**config.mk**
```make
export PLATFORM = sky130hd
export DESIGN_NAME = dco_tw_dither_flat
export DESIGN_NICKNAME = d
export VERILOG_FILES = /design/src/rtl/dco_tw_dither_pkg.sv /design/src/rtl/dco_tw_dither_if.sv /design/src/rtl/dco_tw_dither_mash_stage.sv /design/src/rtl/dco_tw_dither.sv /design/src/flat_wrapper.sv
export SDC_FILE = /design/constraint.sdc
export NUM_CORES = 1
export LEC_CHECK = 0
export CORE_ASPECT_RATIO = 0.9
export CORE_MARGIN = 2
export CORE_UTILIZATION = 61
export DETAILED_ROUTE_END_ITERATION = 10
export GPL_TIMING_DRIVEN = 0
export PLACE_DENSITY = 0.94
export SLEW_MARGIN = 20
export SYNTH_ARGS = -nofsm -noshare
export SYNTH_HDL_FRONTEND = slang
export SYNTH_SLANG_ARGS = --single-unit
```
**constraint.sdc**
```tcl
create_clock -name clk -period 8.2 [get_ports clk]
set_clock_uncertainty 0.05 [all_clocks]
set_input_delay 1.64 -clock clk [delete_from_list [all_inputs] [get_ports clk]]
set_output_delay 1.64 -clock clk [all_outputs]
set_load 0.03 [all_outputs]
```
**src/rtl/dco_tw_dither_pkg.sv**
```systemverilog
// Shared DCO tracking-bank constants and the tuning-word dither FSM encoding.
package dco_tw_dither_pkg;

  // Geometry of the tracking-bank cell array.
  localparam int DCO_ROWS = 5;
  localparam int DCO_COLS = 5;
  localparam int DCO_MAX  = DCO_ROWS * DCO_COLS;

  // Tracking tuning word format {int, frac} coming from the loop filter.
  localparam int TW_INT_W  = 5;
  localparam int TW_FRAC_W = 8;

  // Control FSM: wait for the first tuning word, then run forever.
  typedef enum logic {
    IDLE = 1'b0,
    RUN  = 1'b1
  } state_e;

endpackage

```
**src/rtl/dco_tw_dither_if.sv**
```systemverilog
// Tuning-word in / cell-count out bundle between the loop filter and the coder.
interface dco_tw_dither_if
  import dco_tw_dither_pkg::*;
#(
  parameter int INT_W  = TW_INT_W,
  parameter int FRAC_W = TW_FRAC_W
);

  logic                    en;
  logic                    tw_valid;
  logic [INT_W+FRAC_W-1:0] tw_in;
  logic                    dither_en;
  logic [INT_W-1:0]        word;
  logic                    word_en;
  logic                    sat;
  logic                    running;

  modport master (
    output en, tw_valid, tw_in, dither_en,
    input  word, word_en, sat, running
  );

  modport slave (
    input  en, tw_valid, tw_in, dither_en,
    output word, word_en, sat, running
  );

endinterface

```
**src/rtl/dco_tw_dither_mash_stage.sv**
```systemverilog
// One MASH accumulator stage: wrap-around add with carry out, synchronous clear.
module mash_stage #(
  parameter int W = 8
) (
  input  logic         clk,
  input  logic         rst,
  input  logic         step,
  input  logic         clr,
  input  logic [W-1:0] in_val,
  output logic [W-1:0] acc_q,
  output logic [W-1:0] sum,
  output logic         carry
);

  logic [W-1:0] acc_d;

  // Next accumulator value; clear wins over step, otherwise hold.
  // NOTE: every variable gets a default first so no path can leave it unassigned (no latch).
  always_comb begin
    {carry, sum} = {1'b0, acc_q} + {1'b0, in_val};
    acc_d = acc_q;
    if (clr) begin
      acc_d = '0;
    end else if (step) begin
      acc_d = sum;
    end
  end

  // Accumulator register.
  // NOTE: sequential state is updated with <= so all flops see pre-edge values.
  always_ff @(posedge clk or posedge rst) begin
    if (rst) begin
      acc_q <= '0;
    end else begin
      acc_q <= acc_d;
    end
  end

endmodule

```
**src/rtl/dco_tw_dither.sv**
```systemverilog
// Noise-shapes the tuning-word fraction with a 1st/2nd-order MASH and clamps
// the result to the cell array, producing the coder's word/en pair.
module dco_tw_dither
  import dco_tw_dither_pkg::*;
#(
  parameter int INT_W  = TW_INT_W,
  parameter int FRAC_W = TW_FRAC_W,
  parameter int MAX    = DCO_MAX,
  parameter int ORDER  = 2
) (
  input  logic            clk,
  input  logic            rst,
  dco_tw_dither_if.slave  bus
);

  // Two guard bits hold int + d over the full -1..+2 dither range, signed.
  typedef logic signed [INT_W+1:0] sum_t;
  localparam sum_t             MAX_S = sum_t'(MAX);
  localparam logic [INT_W-1:0] MAX_W = INT_W'(MAX);

  state_e                  state_q, state_d;
  logic [INT_W+FRAC_W-1:0] tw_q, tw_d;
  logic [INT_W-1:0]        word_q, word_d;
  logic                    word_en_q, word_en_d;
  logic                    sat_q, sat_d;
  logic                    c2_dly_q, c2_dly_d;

  logic [FRAC_W-1:0] frac;
  logic [INT_W-1:0]  int_part;
  logic [FRAC_W-1:0] acc1_q, acc2_q, sum1;
  logic              c1, c2;
  logic              mash_step, mash_clr;
  sum_t              dith, s;

  assign frac      = tw_q[FRAC_W-1:0];
  assign int_part  = tw_q[INT_W+FRAC_W-1:FRAC_W];
  assign mash_step = bus.en & (state_q == RUN) & bus.dither_en;
  assign mash_clr  = bus.en & (state_q == RUN) & ~bus.dither_en;

  mash_stage #(.W(FRAC_W)) u_stage1 (
    .clk    (clk),
    .rst    (rst),
    .step   (mash_step),
    .clr    (mash_clr),
    .in_val (frac),
    .acc_q  (acc1_q),
    .sum    (sum1),
    .carry  (c1)
  );

  // Second stage integrates the first stage's new value (acc1').
  generate
    if (ORDER == 2) begin : g_order2
      logic [FRAC_W-1:0] sum2_unused;
      mash_stage #(.W(FRAC_W)) u_stage2 (
        .clk    (clk),
        .rst    (rst),
        .step   (mash_step),
        .clr    (mash_clr),
        .in_val (sum1),
        .acc_q  (acc2_q),
        .sum    (sum2_unused),
        .carry  (c2)
      );
    end else begin : g_order1
      logic [FRAC_W-1:0] sum1_unused;
      assign sum1_unused = sum1;
      assign acc2_q      = '0;
      assign c2          = 1'b0;
    end
  endgenerate

  // Dither value d and the signed pre-clamp sum s = int + d.
  always_comb begin
    dith = '0;
    if (bus.dither_en) begin
      dith = sum_t'(c1);
      if (ORDER == 2) begin
        dith = dith + sum_t'(c2) - sum_t'(c2_dly_q);
      end
    end
    s = sum_t'(int_part) + dith;
  end

  // Next state: capture, FSM advance, clamp and strobe; en=0 freezes all but word_en.
  always_comb begin
    state_d   = state_q;
    tw_d      = tw_q;
    word_d    = word_q;
    sat_d     = sat_q;
    c2_dly_d  = c2_dly_q;
    word_en_d = 1'b0;
    if (bus.en) begin
      if (state_q == RUN) begin
        word_en_d = 1'b1;
        c2_dly_d  = bus.dither_en ? c2 : 1'b0;
        sat_d     = (s < 0) || (s > MAX_S);
        if (s < 0) begin
          word_d = '0;
        end else if (s > MAX_S) begin
          word_d = MAX_W;
        end else begin
          word_d = s[INT_W-1:0];
        end
      end
      if (bus.tw_valid) begin
        tw_d    = bus.tw_in;
        state_d = RUN;
      end
    end
  end

  // State and output registers.
  always_ff @(posedge clk or posedge rst) begin
    if (rst) begin
      state_q   <= IDLE;
      tw_q      <= '0;
      word_q    <= '0;
      word_en_q <= 1'b0;
      sat_q     <= 1'b0;
      c2_dly_q  <= 1'b0;
    end else begin
      state_q   <= state_d;
      tw_q      <= tw_d;
      word_q    <= word_d;
      word_en_q <= word_en_d;
      sat_q     <= sat_d;
      c2_dly_q  <= c2_dly_d;
    end
  end

  assign bus.word    = word_q;
  assign bus.word_en = word_en_q;
  assign bus.sat     = sat_q;
  assign bus.running = (state_q == RUN);

endmodule

```
**src/flat_wrapper.sv**
```systemverilog
// flat-port wrapper written by rule: the top's interface ports become plain ports
module dco_tw_dither_flat import dco_tw_dither_pkg::*;
#(
  parameter int INT_W  = TW_INT_W,
  parameter int FRAC_W = TW_FRAC_W,
  parameter int MAX    = DCO_MAX,
  parameter int ORDER  = 2
)
  (clk, rst, bus_en, bus_tw_valid, bus_tw_in, bus_dither_en, bus_word, bus_word_en, bus_sat, bus_running);
  dco_tw_dither_if #(.INT_W(INT_W), .FRAC_W(FRAC_W)) bus_i ();
  input  logic clk;
  input  logic rst;
  input wire logic [$bits(bus_i.en)-1:0] bus_en;
  input wire logic [$bits(bus_i.tw_valid)-1:0] bus_tw_valid;
  input wire logic [$bits(bus_i.tw_in)-1:0] bus_tw_in;
  input wire logic [$bits(bus_i.dither_en)-1:0] bus_dither_en;
  output wire logic [$bits(bus_i.word)-1:0] bus_word;
  output wire logic [$bits(bus_i.word_en)-1:0] bus_word_en;
  output wire logic [$bits(bus_i.sat)-1:0] bus_sat;
  output wire logic [$bits(bus_i.running)-1:0] bus_running;
  assign bus_i.en = bus_en;
  assign bus_i.tw_valid = bus_tw_valid;
  assign bus_i.tw_in = bus_tw_in;
  assign bus_i.dither_en = bus_dither_en;
  assign bus_word = bus_i.word;
  assign bus_word_en = bus_i.word_en;
  assign bus_sat = bus_i.sat;
  assign bus_running = bus_i.running;
  dco_tw_dither #(.INT_W(INT_W), .FRAC_W(FRAC_W), .MAX(MAX), .ORDER(ORDER)) u_core (.clk(clk), .rst(rst), .bus(bus_i));
endmodule
```
==> results of run 1 <==
## metal layers
layer | track usage, % | vias to the layer above | part of all wire, %
li1 | - | 882 | -
met1 | 33.5 | 880 | 46
met2 | 40.7 | 62 | 46
met3 | 8.55 | 13 | 5.6
met4 | 10.0 | 0 | 2.3
met5 | 0 | - | 0
## worst paths after layout
path,slack (ns),startpoint,end,cells past startpoint
max in group asynchronous,6.06,rst,u_core.g_order2.u_stage2.acc_q[2]$_DFFE_PP0P_,3
min in group asynchronous,1.60,rst,u_core.g_order2.u_stage2.acc_q[6]$_DFFE_PP0P_,2
setup reg to reg,2.96,u_core.u_stage1.acc_q[0]$_DFFE_PP0P_,u_core.bus.sat$_DFFE_PP0P_,22
hold / removal,0.43,u_core.bus.word[2]$_DFFE_PP0P_,u_core.bus.word[2]$_DFFE_PP0P_,2
hold reg to reg,0.43,u_core.bus.word[2]$_DFFE_PP0P_,u_core.bus.word[2]$_DFFE_PP0P_,2
setup / recovery,2.96,u_core.u_stage1.acc_q[0]$_DFFE_PP0P_,u_core.bus.sat$_DFFE_PP0P_,22
## flip-flops by register name, indices dropped and copies added (netlist names)
signal                          flops
u_core.bus.running                  1
u_core.bus.sat                      1
u_core.bus.word                     5
u_core.bus.word_en                  1
u_core.c2_dly_q                     1
u_core.g_order2.u_stage2.acc_q      8
u_core.tw_q                        13
u_core.u_stage1.acc_q               8
## Yosys cell counts, drive strengths merged (2+ instances only)
master	instances	area, um^2
and2	2	12.5
dfrtp	38	951
fa	3	60.1
nor3	4	20.0
o21a	3	22.5
a21o	4	30.0
ha	23	288
inv	18	70.1
a21oi	12	60.1
clkbuf	2	7.51
xnor2	8	77.6
nor2	9	33.8
a31o	2	17.5
nand4b	2	17.5
nand2	28	113
buf	4	23.8
o21ai	8	40.0
a22o	8	70.1
o31ai	5	37.5
nand2b	2	12.5
o22a	2	18.8
nor2b	2	12.5
o2111ai	2	17.5
xor2	5	43.8
mux2	13	146
a211oi	2	20.0
o211ai	6	45.0
## cell type report
class / instances / area (um^2)
clock buffers: 6 / 82.6
plain buffers: 6 / 31.3
repair buffers: 25 / 268
well taps: 46 / 57.6
inverters: 18 / 70.1
flip-flops and latches: 38 / 951
clock inverters: 2 / 12.5
multi-input cells: 167 / 1310
fillers: 245 / 923
## logic make-up (layout without fill, tap and decap cells)
| logic type | after synthesis | after routing | synth area share [%] |
|---|---|---|---|
| AOI/OAI and AO/OA | 60 | 60 | 18.1 |
| xor gates and xnor gates | 13 | 13 | 5.14 |
| adders and majority gates | 27 | 27 | 15.2 |
| buffers and inverters | 24 | 57 | 4.29 |
| DFF | 38 | 38 | 40.3 |
| muxes | 13 | 13 | 6.20 |
| and+or+nand+nor | 54 | 54 | 10.8 |
## through the flow
| stage | hold slack (ns) | utilization [%] | area, um^2 |
|---|---|---|---|
| final | 0.431 | 75.1 | 2780 |
| after global routing | 0.477 | 75.1 | 2780 |
| after CTS | 0.441 | 75.1 | 2780 |
| after detailed placement | 0.424 | 72.5 | 2690 |
| after global placement | 0.415 | 71.8 | 2660 |
| after floorplan | 0.400 | - | 2360 |
## layout by cell type, fill, tap and decap left out, types with 5 or more instances in the layout
cell type / n
sky130_fd_sc_hd__o21ai_0: 8
sky130_fd_sc_hd__nor2_1: 9
sky130_fd_sc_hd__xor2_1: 5
sky130_fd_sc_hd__o211ai_1: 6
sky130_fd_sc_hd__clkdlybuf4s50_1: 24
sky130_fd_sc_hd__o31ai_1: 5
sky130_fd_sc_hd__inv_1: 16
sky130_fd_sc_hd__a21oi_1: 12
sky130_fd_sc_hd__xnor2_1: 7
sky130_fd_sc_hd__nand2_1: 27
sky130_fd_sc_hd__clkbuf_8: 6
sky130_fd_sc_hd__ha_1: 23
sky130_fd_sc_hd__a22o_1: 8
sky130_fd_sc_hd__dfrtp_1: 38
sky130_fd_sc_hd__mux2_2: 13
## power breakdown
part	leakage [nW]	total, mW	internal (mW)	switching, mW
clock network	0.0472	0.139	0.0676	0.0719
registers	0.468	0.280	0.243	0.0364
logic	0.782	0.592	0.268	0.324
## worst max-delay path, cell delays in order (launching register included)
cell and delay [ns]:
sky130_fd_sc_hd__dfrtp_1 0.38, sky130_fd_sc_hd__ha_1 0.24, sky130_fd_sc_hd__fa_1 0.42, sky130_fd_sc_hd__a21o_1 0.17, sky130_fd_sc_hd__a21oi_1 0.25, sky130_fd_sc_hd__o211ai_1 0.18
sky130_fd_sc_hd__xor2_1 0.28, sky130_fd_sc_hd__ha_1 0.32, sky130_fd_sc_hd__o21a_1 0.19, sky130_fd_sc_hd__nor2_1 0.08, sky130_fd_sc_hd__a21oi_1 0.06, sky130_fd_sc_hd__ha_1 0.29
sky130_fd_sc_hd__inv_1 0.04, sky130_fd_sc_hd__ha_1 0.17, sky130_fd_sc_hd__ha_1 0.26, sky130_fd_sc_hd__or2b_1 0.26, sky130_fd_sc_hd__inv_1 0.07, sky130_fd_sc_hd__ha_1 0.22
sky130_fd_sc_hd__a21o_1 0.22, sky130_fd_sc_hd__maj3_2 0.34, sky130_fd_sc_hd__xnor2_2 0.14, sky130_fd_sc_hd__a211oi_2 0.35, sky130_fd_sc_hd__o22a_1 0.20
==> summary.txt, run 1 <==
Global routing
  • Gr usage total: 26.0%
  • Number of global-route vias before repair: roughly 1900
  • Leftover overflow at the end of global routing: 0
  • Pin count of the biggest net entering global routing: 21
  • Initial antenna violation count: 0
  • First-pass GRT wire length: ~8.9 mm

Critical path
  • Critical path start-end classification: reg2reg
  • Largest fanout on the critical path: 4
  • Worst path required time: 8.40 ns
  • Worst Path Arrival: 5.44 ns
  • CP endpoint kind: flop
  • Crit path launch type: flop

Timing
  • Final slew viol count: 0
  • Setup-failing EPs final: 0
  • Share of the clock period used by the worst path after layout: between 60% and 70%
  • RSZ-0062 raised after global routing: no
  • Pin slew with the least headroom to its limit: 0.630 ns
  • Period minus WS final: 5.24 ns
  • Sum Neg Setup Slack: 0 ns
  • Tightest slew margin relative to the limit: 57.8%
  • F_max: around 190 MHz
  • Hold violation total from the final report: 0
  • Slack of the critical path: ~3.0 ns

Synthesis
  • Post-synthesis average cell area: 10.3 um^2
  • Yosys reg bits: 38
  • Number of library cell types mapped by synthesis: 46
  • Synthesis Warnings: 0
  • Fraction of registers with async set/reset: 100%
  • Synthesized area: 0.00236 mm^2
  • Primary FF master, synth: sky130_fd_sc_hd__dfrtp_1
  • Sequential cell area fraction in the yosys report: about two fifths
  • Synth Net Count: 273
  • Number of enable flip-flop cells after synthesis: 0
  • Cells after Synth: between 200 and 250

Pwr
  • Sum of internal, switching and leakage power: just over 1 mW
  • Peak ir drop on the vdd network: 0.227 mV
  • Total power divided by cell area: 364 mW/mm^2
  • Leakage Power: 1.30 nW

Clocking
  • Latest clock arrival within the worst-skew pair: around 0.31 ns
  • Root buffer cell: sky130_fd_sc_hd__clkbuf_8
  • Clock transition time at the flip-flop clock pins of the worst setup and hold paths: 0.07 ns
  • Num CTS Buffers: 5
  • TritonCTS clock tree: yes
  • Number of buffers added for setup after CTS: 0
  • Buffer levels on the longest clock path: 2
  • Count of H-tree levels built during CTS: 2
  • Cts-stage hold buffer count: 0
  • Count of instances resized after the clock tree is built: 0
  • Number of sinks driven by the clock tree: 38

Die
  • Starting Density: 63.7%
  • Die Y-Extent: 63.0 um
  • I/O pins: 26
  • Die Footprint: between 0.004 and 0.005 mm^2
  • Std cell rows: 21
  • Die width: 69.6 um
  • Area of the core region: 0.00370 mm^2

Layout
  • Relative area change from synthesis to final layout: 17.8%
  • Share of post-route cells with drive strength above 1: 12.6%
  • Nets: 305
  • Inserted Diodes: 0
  • Final cell count without fillers: about 310

Detailed routing
  • Total via count after detailed routing: 1837
  • First drt pass iteration count: 4
  • Number of DRC markers after the initial detailed-route iteration: 119
  • Remaining routing DRC violations: 0
  • Detail Route Antenna Nets: 0
  • Mean number of vias per cell: 5.96
  • Routed wire length: slightly below 5 mm
  • Wire length per cell after detailed routing: 16.1 um

Placed design
  • # port buffers: 24
  • Minimum setup slack after placement: 3.07 ns
  • Placed cell count: 300
  • Final RePlAce weighted congestion: between 0.8 and 0.9
  • Post-DP HPWL: 3.64 mm

Run
  • Max Cap Violations: 0

Outcome
  • Outcome: complete, no violations

Min path
  • Worst min-delay path category: reg2reg
No activity file was read; power rests on OpenSTA's default activity.
==> run 2: changes to the inputs <==
--- a/config.mk
+++ b/config.mk
@@ -7,10 +7,10 @@
 export LEC_CHECK = 0
 export CORE_ASPECT_RATIO = 0.9
 export CORE_MARGIN = 2
-export CORE_UTILIZATION = 61
+export CORE_UTILIZATION = 51
 export DETAILED_ROUTE_END_ITERATION = 10
 export GPL_TIMING_DRIVEN = 0
-export PLACE_DENSITY = 0.94
+export PLACE_DENSITY = 0.85
 export SLEW_MARGIN = 20
 export SYNTH_ARGS = -nofsm -noshare
 export SYNTH_HDL_FRONTEND = slang
==> constraint.sdc (replaced) <==
create_clock -name clk -period 4.8 [get_ports clk]
set_clock_uncertainty 0.05 [all_clocks]
set_input_delay 0.96 -clock clk [delete_from_list [all_inputs] [get_ports clk]]
set_output_delay 0.96 -clock clk [all_outputs]
set_load 0.03 [all_outputs]
==> run 2 against run 1 <==
Against the previous run:
- the flow now finishes with violations (negative setup slack)
- core utilization fell by 6.3 points
- global-route usage fell by 2.5 points
- worst setup slack got worse by 3.3 ns
- critical path depth did not move
- cell count rose by 9.7%
- die area rose by 18%
==> summary.txt, run 2 (synthesis results as in run 1) <==
Critical path
  • CP endpoint kind: flop
  • Critical Path, Cell by Cell: ha_1 -> a211o_1 -> a21oi_2 -> o211ai_1 -> a21oi_1 -> xnor2_1 -> ha_1 -> o21a_1 -> nor2_2 -> a21oi_4 -> ha_4 -> inv_2 -> ha_4 -> ha_4 -> or2b_1 -> buf_4 -> fa_2 -> nand4b_1 -> o2111ai_2 -> xnor2_2 -> a211oi_4 -> o22a_1
  • Most common cell on crit path: sky130_fd_sc_hd__ha_4
  • Longest individual stage delay on the worst path: roughly 0.43 ns
  • Largest fanout on the critical path: 4
  • Endpoint of the worst register-to-register path: u_core.bus.sat$_DFFE_PP0P_
  • CP Buf/Inv Count: 2
  • Crit path launch type: flop
  • Worst path required time: about 5 ns
  • Cell with the largest stage delay on the worst path: sky130_fd_sc_hd__dfrtp_1
  • Cell family with most CP delay: compound AO/OA/AOI/OAI gates
  • Critical path start-end classification: reg2reg
  • Worst reg-to-reg setup slack: -0.31 ns
  • Worst R2R Start: u_core.u_stage1.acc_q[1]$_DFFE_PP0P_
  • Reg2reg path depth: 22
  • Worst Path Arrival: 5.30 ns

Clocking
  • Buffer levels on the longest clock path: 2
  • Clock transition time at the flip-flop clock pins of the worst setup and hold paths: 0.08 ns
  • Num CTS Buffers: 5
  • TritonCTS clock tree: yes
  • Number of sinks driven by the clock tree: 38
  • Root buffer cell: sky130_fd_sc_hd__clkbuf_8
  • Latest clock arrival within the worst-skew pair: 0.29 ns
  • Count of H-tree levels built during CTS: 2

Die
  • Die Y-Extent: around 69 um
  • Die Footprint: 0.00519 mm^2
  • Area of the core region: 0.00446 mm^2
  • I/O pins: 26
  • Std cell rows: 23
  • Die width: roughly 76 um
  • Starting Density: between 50% and 60%

Run
  • Max Cap Violations: 0

Pwr
  • Portion of total power attributed to the clock network: 12.8%
  • Leakage Power: 1.38 nW
  • Combinational power share: 64.6%
  • Switching share of power: 42.7%
  • Peak ir drop on the vdd network: 0.358 mV
  • Reg power frac: 22.6%
  • Total power divided by cell area: around 700 mW/mm^2
  • P_int: between 1 and 1.5 mW
  • NetSw: 911 uW

Detailed routing
  • Remaining routing DRC violations: 0
  • Detail Route Antenna Nets: 0
  • Mean number of vias per cell: 5.89
  • First drt pass iteration count: 4
  • Wire length per cell after detailed routing: 18.0 um
  • Routed wire length: 6.09 mm
  • Number of DRC markers after the initial detailed-route iteration: 170
  • Total via count after detailed routing: 1991

Layout
  • Largest register by flop count: u_core.tw_q
  • Nets: 319
  • Share of post-route cells with drive strength above 1: 23.9%
  • Most common cell after layout, fill and taps aside: sky130_fd_sc_hd__dfrtp_1
  • Regs by FF count: u_core.tw_q: 13 flops, u_core.g_order2.u_stage2.acc_q: 8 flops, u_core.u_stage1.acc_q: 8 flops
  • Core utilization of the finished layout: approximately 69%
  • Number of fillers in the final layout: ~300
  • Inserted Diodes: 0
  • Max FFs per register: 13
  • Post-layout instance area: 0.00307 mm^2
  • Final cell count without fillers: around 340
  • Relative area change from synthesis to final layout: 29.9%
  • Top library cells by usage in the layout, fill and taps aside: sky130_fd_sc_hd__dfrtp_1, sky130_fd_sc_hd__nand2_1, sky130_fd_sc_hd__clkdlybuf4s50_1

Min path
  • Worst min-delay path category: reg2reg
  • Hold Crit Depth: 2
  • Endpoint of the worst hold-timing path: u_core.u_stage1.acc_q[0]$_DFFE_PP0P_
  • Worst hold path startpoint: u_core.u_stage1.acc_q[0]$_DFFE_PP0P_

Timing
  • F_max: 196 MHz
  • Share of the clock period used by the worst path after layout: 107%
  • Sum Neg Setup Slack: -1.59 ns
  • Hold violation total from the final report: 0
  • Final slew viol count: 0
  • Setup-failing EPs final: 6
  • Slack of the critical path: -0.313 ns
  • Period minus WS final: 5.11 ns
  • RSZ-0062 raised after global routing: yes
  • Pin slew with the least headroom to its limit: 0.675 ns
  • Tightest slew margin relative to the limit: 55.0%

Global routing
  • Pin count of the biggest net entering global routing: 28
  • Number of global-route vias before repair: ~1900
  • Leftover overflow at the end of global routing: 0
  • Gr usage total: 23.5%
  • Initial antenna violation count: 0
  • First-pass GRT wire length: 8.85 mm

Outcome
  • Outcome: complete, but fails checks
  • Violated checks: negative setup slack

Placed design
  • # port buffers: 24
  • Placed cell count: around 320
  • Post-DP HPWL: 3.79 mm
  • Final RePlAce weighted congestion: 0.816
  • Placed Instance Area: 0.00270 mm^2
[run 2: changes by cell type in the layout (fill, tap and decap cells not counted), sizes merged]
cell    before  now
bufinv       0    1
buf          5   19
clkinv       1    0
[run 2: worst min-delay path: cells and delay by family, from the launching register on]
family / cells / cell delay (ns)
DFF: 1 / 0.36
and+or+nand+nor: 1 / 0.05
AOI/OAI and AO/OA: 1 / 0.06
[run 2: stage by stage]
step / worst slack, ns / total power, mW / hold WS (ns)
finish: -0.313 / 2.13 / 0.445
detailed placement: -0.491 / 1.48 / 0.434
global placement: -0.268 / 1.42 / 0.420
floorplan: 0.0774 / 1.24 / 0.400
global route: -0.470 / 2.27 / 0.465
CTS: -0.109 / 1.86 / 0.453
[run 2: metal layers]
layer  wire (um)  part of all wire [%]  global-route usage (%)
met1        2530                    42                    30.7
met2        3100                    51                    39.7
met3         323                   5.3                    5.09
met4         136                   2.2                    6.80
met5           0                     0                       0
[run 2: power by group through the flow]
| stage | logic [mW] | clock network (mW) | registers [mW] |
|---|---|---|---|
| 4_1_cts | 1.11 | 0.273 | 0.477 |
| 3_3_place_gp | 0.943 | 0 | 0.477 |
| 5_1_grt | 1.49 | 0.288 | 0.491 |
| 6_report | 1.38 | 0.274 | 0.483 |
| 2_1_floorplan | 0.728 | 0 | 0.516 |
| 3_5_place_dp | 1.00 | 0 | 0.481 |
[run 2: layout make-up]
type	instances	area [um^2]	area share, %
clock buffer	6	72.6	2.37
timing repair buffer	39	365	11.9
buffer	6	31.3	1.02
clock inverter	2	37.5	1.22
inverter	18	70.1	2.28
sequential	38	951	31.0
multi-input combinational	167	1460	47.7
tap	62	77.6	2.53
[run 2: timing repair]
action | in CTS | in global routing
hold buffers | 0 | 0
resized for setup | 15 | 11
setup buffers | 5 | 9
hold endpoints to repair | 0 | 0
endpoints found under the setup margin | 6 | 6
cloned | 0 | 0
pin swaps | 16 | 17
[run 2: how the worst max path moves through the flow]
stage                                         startpoint                        endpoint  slack [ns]  cells after the start
detailed placement  u_core.u_stage1.acc_q[0]$_DFFE_PP0P_  u_core.bus.word[1]$_DFFE_PP0P_       -0.49                     22
global placement    u_core.u_stage1.acc_q[0]$_DFFE_PP0P_      u_core.bus.sat$_DFFE_PP0P_       -0.27                     22
CTS                           u_core.tw_q[0]$_DFFE_PP0P_  u_core.bus.word[0]$_DFFE_PP0P_       -0.11                     22
global route        u_core.u_stage1.acc_q[1]$_DFFE_PP0P_      u_core.bus.sat$_DFFE_PP0P_       -0.47                     22
floorplan           u_core.u_stage1.acc_q[0]$_DFFE_PP0P_      u_core.bus.sat$_DFFE_PP0P_        0.08                     22
finish              u_core.u_stage1.acc_q[1]$_DFFE_PP0P_      u_core.bus.sat$_DFFE_PP0P_       -0.31                     22
